$ cat src/rtl/systolic_sequencer.sv
// Lockstep slot controller for the 8-PE systolic interpolation array: one word per SLOT_CYCLES slot.
// Latency: accept -> start_mult next cycle -> capture SLOT_CYCLES later; in_ready only in idle or last slot cycle.
module systolic_sequencer #(
    parameter int WORDLENGTH  = 16,
    parameter int NUM_PE      = 8,
    parameter int IDX_W       = 3,
    parameter int SLOT_CYCLES = 30
) (
    input  logic                  clk30x,
    input  logic                  reset,
    input  logic                  clear,
    input  logic [WORDLENGTH-1:0] in_word,
    input  logic                  in_valid,
    output logic                  in_ready,
    output logic [WORDLENGTH-1:0] pe_word,
    output logic                  start_mult,
    output logic                  capture,
    output logic [IDX_W-1:0]      word_index,
    output logic [NUM_PE-1:0]     first_term,
    output logic                  out_valid,
    output logic [IDX_W-1:0]      out_select,
    output logic                  busy
);

    localparam int CNT_W  = $clog2(SLOT_CYCLES);
    localparam int WARM_W = $clog2(NUM_PE + 1);
    localparam logic [CNT_W-1:0]  LAST_CNT = CNT_W'(SLOT_CYCLES - 1);
    localparam logic [WARM_W-1:0] WARM_MAX = WARM_W'(NUM_PE);
    localparam logic [WARM_W-1:0] WARM_RDY = WARM_W'(NUM_PE - 1);

    typedef enum logic {S_IDLE, S_RUN} state_t;

    state_t                r_state, w_state_n;
    logic [CNT_W-1:0]      r_cnt, w_cnt_n;
    logic [WARM_W-1:0]     r_warm, w_warm_n;
    logic [WORDLENGTH-1:0] r_pe_word, w_pe_word_n;
    logic [IDX_W-1:0]      r_widx, w_widx_n;
    logic [IDX_W-1:0]      r_osel, w_osel_n;
    logic [NUM_PE-1:0]     r_first, w_first_n;
    logic                  r_start, w_start_n;
    logic                  r_capture, w_capture_n;
    logic                  r_ov, w_ov_n;
    logic                  r_busy, w_busy_n;
    logic                  w_last;
    logic                  w_ready;
    logic                  w_hs;

    assign w_last  = (r_state == S_RUN) && (r_cnt == LAST_CNT);
    // Held low while reset is asserted so nothing is offered an accept during the abort.
    assign w_ready = reset && !clear && ((r_state == S_IDLE) || w_last);
    assign w_hs    = in_valid && w_ready;

    always_comb begin
        w_state_n   = r_state;
        w_cnt_n     = r_cnt;
        w_warm_n    = r_warm;
        w_pe_word_n = r_pe_word;
        w_widx_n    = r_widx;
        w_osel_n    = r_osel;
        w_ov_n      = 1'b0;
        if (clear) begin
            w_state_n = S_IDLE;
            w_cnt_n   = '0;
            w_widx_n  = '0;
            w_warm_n  = '0;
        end else begin
            if (r_state == S_RUN) begin
                if (w_last) begin
                    w_state_n = S_IDLE;
                    w_cnt_n   = '0;
                    w_widx_n  = r_widx + 1'b1;
                    if (r_warm != WARM_MAX)
                        w_warm_n = r_warm + 1'b1;
                    // The PE after w has now seen all NUM_PE terms since its restart.
                    if (r_warm >= WARM_RDY) begin
                        w_ov_n   = 1'b1;
                        w_osel_n = r_widx + 1'b1;
                    end
                end else begin
                    w_cnt_n = r_cnt + 1'b1;
                end
            end
            if (w_hs) begin
                w_state_n   = S_RUN;
                w_cnt_n     = '0;
                w_pe_word_n = in_word;
            end
        end
        w_start_n   = w_hs;
        w_busy_n    = (w_state_n == S_RUN);
        w_capture_n = w_busy_n && (w_cnt_n == LAST_CNT);
        w_first_n   = w_busy_n ? (NUM_PE'(1) << w_widx_n) : '0;
    end

    always_ff @(posedge clk30x or negedge reset) begin
        if (!reset) begin
            r_state   <= S_IDLE;
            r_cnt     <= '0;
            r_warm    <= '0;
            r_pe_word <= '0;
            r_widx    <= '0;
            r_osel    <= '0;
            r_first   <= '0;
            r_start   <= 1'b0;
            r_capture <= 1'b0;
            r_ov      <= 1'b0;
            r_busy    <= 1'b0;
        end else begin
            r_state   <= w_state_n;
            r_cnt     <= w_cnt_n;
            r_warm    <= w_warm_n;
            r_pe_word <= w_pe_word_n;
            r_widx    <= w_widx_n;
            r_osel    <= w_osel_n;
            r_first   <= w_first_n;
            r_start   <= w_start_n;
            r_capture <= w_capture_n;
            r_ov      <= w_ov_n;
            r_busy    <= w_busy_n;
        end
    end

    assign in_ready   = w_ready;
    assign pe_word    = r_pe_word;
    assign start_mult = r_start;
    assign capture    = r_capture;
    assign word_index = r_widx;
    assign first_term = r_first;
    assign out_valid  = r_ov;
    assign out_select = r_osel;
    assign busy       = r_busy;

endmodule

$ cat config.mk
export PLATFORM = sky130hd
export DESIGN_NAME = systolic_sequencer
export DESIGN_NICKNAME = d
export VERILOG_FILES = /design/src/rtl/systolic_sequencer.sv
export SDC_FILE = /design/constraint.sdc
export NUM_CORES = 1
export LEC_CHECK = 0
export ABC_AREA = 1
export CORE_ASPECT_RATIO = 0.7
export CORE_UTILIZATION = 51
export DETAILED_ROUTE_END_ITERATION = 10
export GPL_ROUTABILITY_DRIVEN = 1
export HOLD_SLACK_MARGIN = 0.05
export PLACE_DENSITY_LB_ADDON = 0.1
export SYNTH_ARGS = -nofsm -noshare
export SYNTH_HDL_FRONTEND = slang
export SYNTH_SLANG_ARGS = --single-unit
export TNS_END_PERCENT = 5
$ cat constraint.sdc
create_clock -name clk30x -period 3.4 [get_ports clk30x]
set_input_delay 0.68 -clock clk30x [delete_from_list [all_inputs] [get_ports clk30x]]
set_output_delay 0.68 -clock clk30x [all_outputs]
set_load 0.05 [all_outputs]
# Word-level counts from Yosys, hierarchy flattened
# Cells that the tools add are included.
[totals]
ff_bits = 43
latchBits = 0
input_bits = 20
wordCells = 53
memories = 0
romBits = 0
ram_bits = 0
[op_classes]
eq_ne = 3
mux = 20
n_bitwise = 2
n_mul = 0
addsub = 3
order_cmp = 1
n_div = 0
shift = 1
n_reduce_logical = 13
[op_table]
columns = ["cell", "count"]
rows = [
  ["5-bit 2-to-1 mux", 4],
  ["4-bit 2-to-1 mux", 4],
  ["5-bit equality test, second input constant", 2],
  ["3-bit 2-to-1 mux", 3],
  ["1-bit 2-to-1 mux", 8],
  ["8-bit 2-to-1 mux", 1],
  ["1-bit by 3-bit << shifter with 8-bit output, first input constant", 1],
  ["2-bit nonzero test", 3],
  ["5-bit by 1-bit adder with 5-bit output, second input constant", 1],
  ["1-bit logical AND", 5],
  ["4-bit by 1-bit adder with 4-bit output, second input constant", 1],
  ["4-bit by 3-bit greater-or-equal comparator with 1-bit output, second input constant", 1],
  ["4-bit inequality test, second input constant", 1],
  ["4-bit AND reduction", 1],
  ["3-bit by 1-bit adder with 3-bit output, second input constant", 1],
  ["3-bit AND reduction", 1],
  ["1-bit NOT", 2],
  ["2-bit AND reduction", 1],
  ["1-bit zero test", 1],
  ["1-bit logical OR", 1],
]

# Logic depth before layout (Yosys ltp)
[logic_depth]
word_depth = 9
ltp_mapped = 11

# Worst setup path before layout
# OpenSTA, ideal clock, no wires.
[synth_timing]
path_type = "input -> output"
start = "in clear"
end = "out in_ready"
arrival_time_ns = 1.309
path_stages = 5
slack_ns = 1.411
required_time_ns = 2.720
path_buffers = 0
path_cell_list = "inv_2 -> nand2_2 -> inv_2 -> nand2_1 -> inv_1"
[synth_between]
elab_chain_cells = 3
[synth_lines]
columns = ["element", "line", "source"]
rows = [
  ["start: declaration", "11", "input logic clear,"],
  ["1-bit zero test", "50", "assign w_ready = reset && !clear && ((r_state == S_IDLE) || w_last);"],
  ["1-bit logical AND (2 in a row)", "50", ""],
  ["end: declaration", "14", "output logic in_ready,"],
]
# Every way passes these cells.

# Worst setup path after layout
# Same ends and word-level chain as after synthesis.

==> run metrics <==
outcome=finished clean; H-tree lvl count=2; root buffer selected by CTS=clkbuf_8; TritonCTS buffer count=5; Port Buffers=54; Max Cap Violations=0; final clock skew=0.00506 ns; proportion of layout cells with a drive suffix above 1=0.128; Die Wd=75.6 um; actual slew at the worst max-slew pin=0.536 ns; unrepaired setup endpoints after global routing=no; Cell Area, Placed=2500 um2; pwr/cell area=461 nW/um2; worst-case clock buffer depth=2; cell internal power dissipation=794 uW; average instance area after synthesis=9.04 um2; Die Outline Area=4050 um2; Mapped Nets=239; period utilization=0.766; post-route antenna net violation count=0; data required time at the worst endpoint=2.72 ns; wire length per cell after detailed routing=12.2 um; global-route wire length before repair=6260 um; floorplan row count=18; Switching Share=0.335; height of the die=53.5 um; worst reg2reg setup slack=1.60 ns; most common cell after layout, fill and taps aside=nand2_1; Clk network pwr share=0.267; vias in the first global route=1,387; net count reported at finish=297; core area=~3600 um2; Flop pwr share=0.479; Area growth, synth to finish=33.7%; global placer's final weighted congestion=0.863; Sum Neg Setup Slack=0 ns; worst reg-to-reg path cell count=11; Most common cell on crit path=inv_2; commonest cells after routing, fill and taps aside=nand2_1 (85), clkdlybuf4s50_1 (52), dfrtp_1 (43); final critical delay including setup and external delays=2.60 ns; overall routing resource usage=0.220; number of design-rule violations left by the first detailed-router iteration=52; crit end category=output pin; buffers inserted during post-CTS setup optimization=0; initial antenna violation count=0; Mapped Area=1930 um2; TritonCTS clock tree=built; Lkg Pwr=0.00130 uW; Yosys Warn Count=0; share of synthesized area occupied by flip-flops and latches=0.556; clk slew on worst S/H paths=0.08 ns; Remaining DRCs=0; Net Switching=399 uW; # IOs=55; instance count along the most critical hold path=2; maximum number of pins on one net before global-route repair=44; end of the worst register-to-register path=capture; largest stage delay on the critical path=~0.52 ns; insertion delay to the later sink of the worst-skew pair=0.30 ns; Final Hold Vio Count=0; worst min-delay path startpoint=pe_word[2]; combinational group share of total power=0.254; class of the worst hold path=flop to flop; Vias/cell=4.71; number of distinct library cell variants in the gate-level netlist after synthesis=28; max-slew violation count=0; Hold-fix buffers, CTS=0; overall routed net length=3950 um; CTS sink cnt=43; headroom to the max-slew limit=0.643; fmax=384 MHz; number of setup violations in the final report=0; Arrival @ worst endpoint=about 1.9 ns; Resized Gates After CTS=0; initial standard-cell utilization of the core=0.540; endpoint of the worst hold-timing path=pe_word[2]; ANT cells=0; total of flip-flops plus latches after synthesis=43; vias post-DR=roughly 1,500; Layout fillers=279; critical path type=input port to output pin; cell chain of the critical path=clkdlybuf4s50_1, inv_2, nand2_2, inv_2, nand2_1, inv_1, buf_4; HPWL Detailed=2870 um; detailed-routing iteration count for the pre-antenna-repair pass=4; Slowest-stage cell, CP=clkdlybuf4s50_1; worst-case vdd ir drop=0.000354 V; Design Area, Final=2590 um2; launching element type of the critical path=input port; origin of the critical flop-to-flop path=r_cnt[1]; worst-path maximum fanout=9; cell count after synthesis=214; total global routing overflow=0
[worst max path at each step]
| stage | cells after the start | endpoint | slack [ns] | start |
|---|---|---|---|---|
| 4_1_cts | 7 | in_ready | 0.80 | clear |
| 2_1_floorplan | 5 | in_ready | 1.41 | clear |
| 3_3_place_gp | 7 | in_ready | 0.84 | clear |
| 3_5_place_dp | 7 | in_ready | 0.82 | clear |
| 6_report | 7 | in_ready | 0.80 | clear |
| 5_1_grt | 7 | in_ready | 0.74 | clear |
[cells by family after synthesis]
| group | after synthesis | synth area share |
|---|---|---|
| compound gates | 7 | 0.0239 |
| flops | 43 | 0.556 |
| fa+ha+maj | 5 | 0.0323 |
| xor+xnor | 4 | 0.0181 |
| simple gates | 130 | 0.309 |
| buf+inv | 25 | 0.0608 |
[power by group through the flow]
| stage | logic [uW] | registers [uW] | clock network (uW) |
|---|---|---|---|
| global route | 321 | 576 | 344 |
| floorplan | 55.1 | 709 | 0 |
| finish | 302 | 572 | 319 |
| global placement | 301 | 581 | 0 |
| detailed placement | 305 | 580 | 0 |
| CTS | 305 | 571 | 326 |
[worst max-delay path: cells and delay by family]
family	cells	cell delay, ns
buf+inv	5	1.08
simple gates	2	0.17
[layout make-up]
class | instances | area, um2 | share of cell area
flip-flops and latches | 43 | 1080 | 0.416
multi-input cells | 146 | 741 | 0.286
repair buffers | 55 | 541 | 0.209
inverters | 21 | 81.3 | 0.0314
clock buffers | 6 | 72.6 | 0.0281
well taps | 50 | 62.6 | 0.0242
clock inverters | 2 | 12.5 | 0.00484
[metrics by stage]
step,power [uW],hold WS (ns),util,cells,setup WS [ns]
floorplan,764,0.384,-,214,1.41
global placement,882,0.462,0.698,315,0.844
detailed placement,885,0.467,0.698,315,0.819
CTS,1200,0.487,0.722,323,0.803
global route,1240,0.511,0.722,323,0.741
finish,1190,0.489,0.722,323,0.796
[per-layer routing]
| metal | vias up | wire length [um] | GRT usage |
|---|---|---|---|
| li1 | 768 | - | - |
| met1 | 707 | 1990 | 0.300 |
| met2 | 43 | 1650 | 0.315 |
| met3 | 4 | 255 | 0.0914 |
| met4 | 0 | 50 | 0.0741 |
| met5 | - | 0 | 0 |
[sequential cells by signal (all words and copies together) (netlist names)]
| register | flops |
|---|---|
| busy | 1 |
| capture | 1 |
| first_term | 8 |
| out_select | 3 |
| out_valid | 1 |
| pe_word | 16 |
| r_cnt | 5 |
| r_warm | 4 |
| start_mult | 1 |
| word_index | 3 |
[synth_stat cells (all sizes together)]
master,number,share of area
xnor2,2,0.0091
nor3,2,0.010
clkbuf,1,0.0026
nand3,10,0.035
buf,3,0.016
inv,21,0.042
ha,5,0.032
or2,2,0.0065
nand4,1,0.0032
o21ai,5,0.017
nand3b,1,0.0039
a21oi,2,0.0071
dfrtp,43,0.56
nor2,20,0.050
xor2,2,0.0091
nand2,94,0.20
No activity file was read; power rests on OpenSTA's default activity.
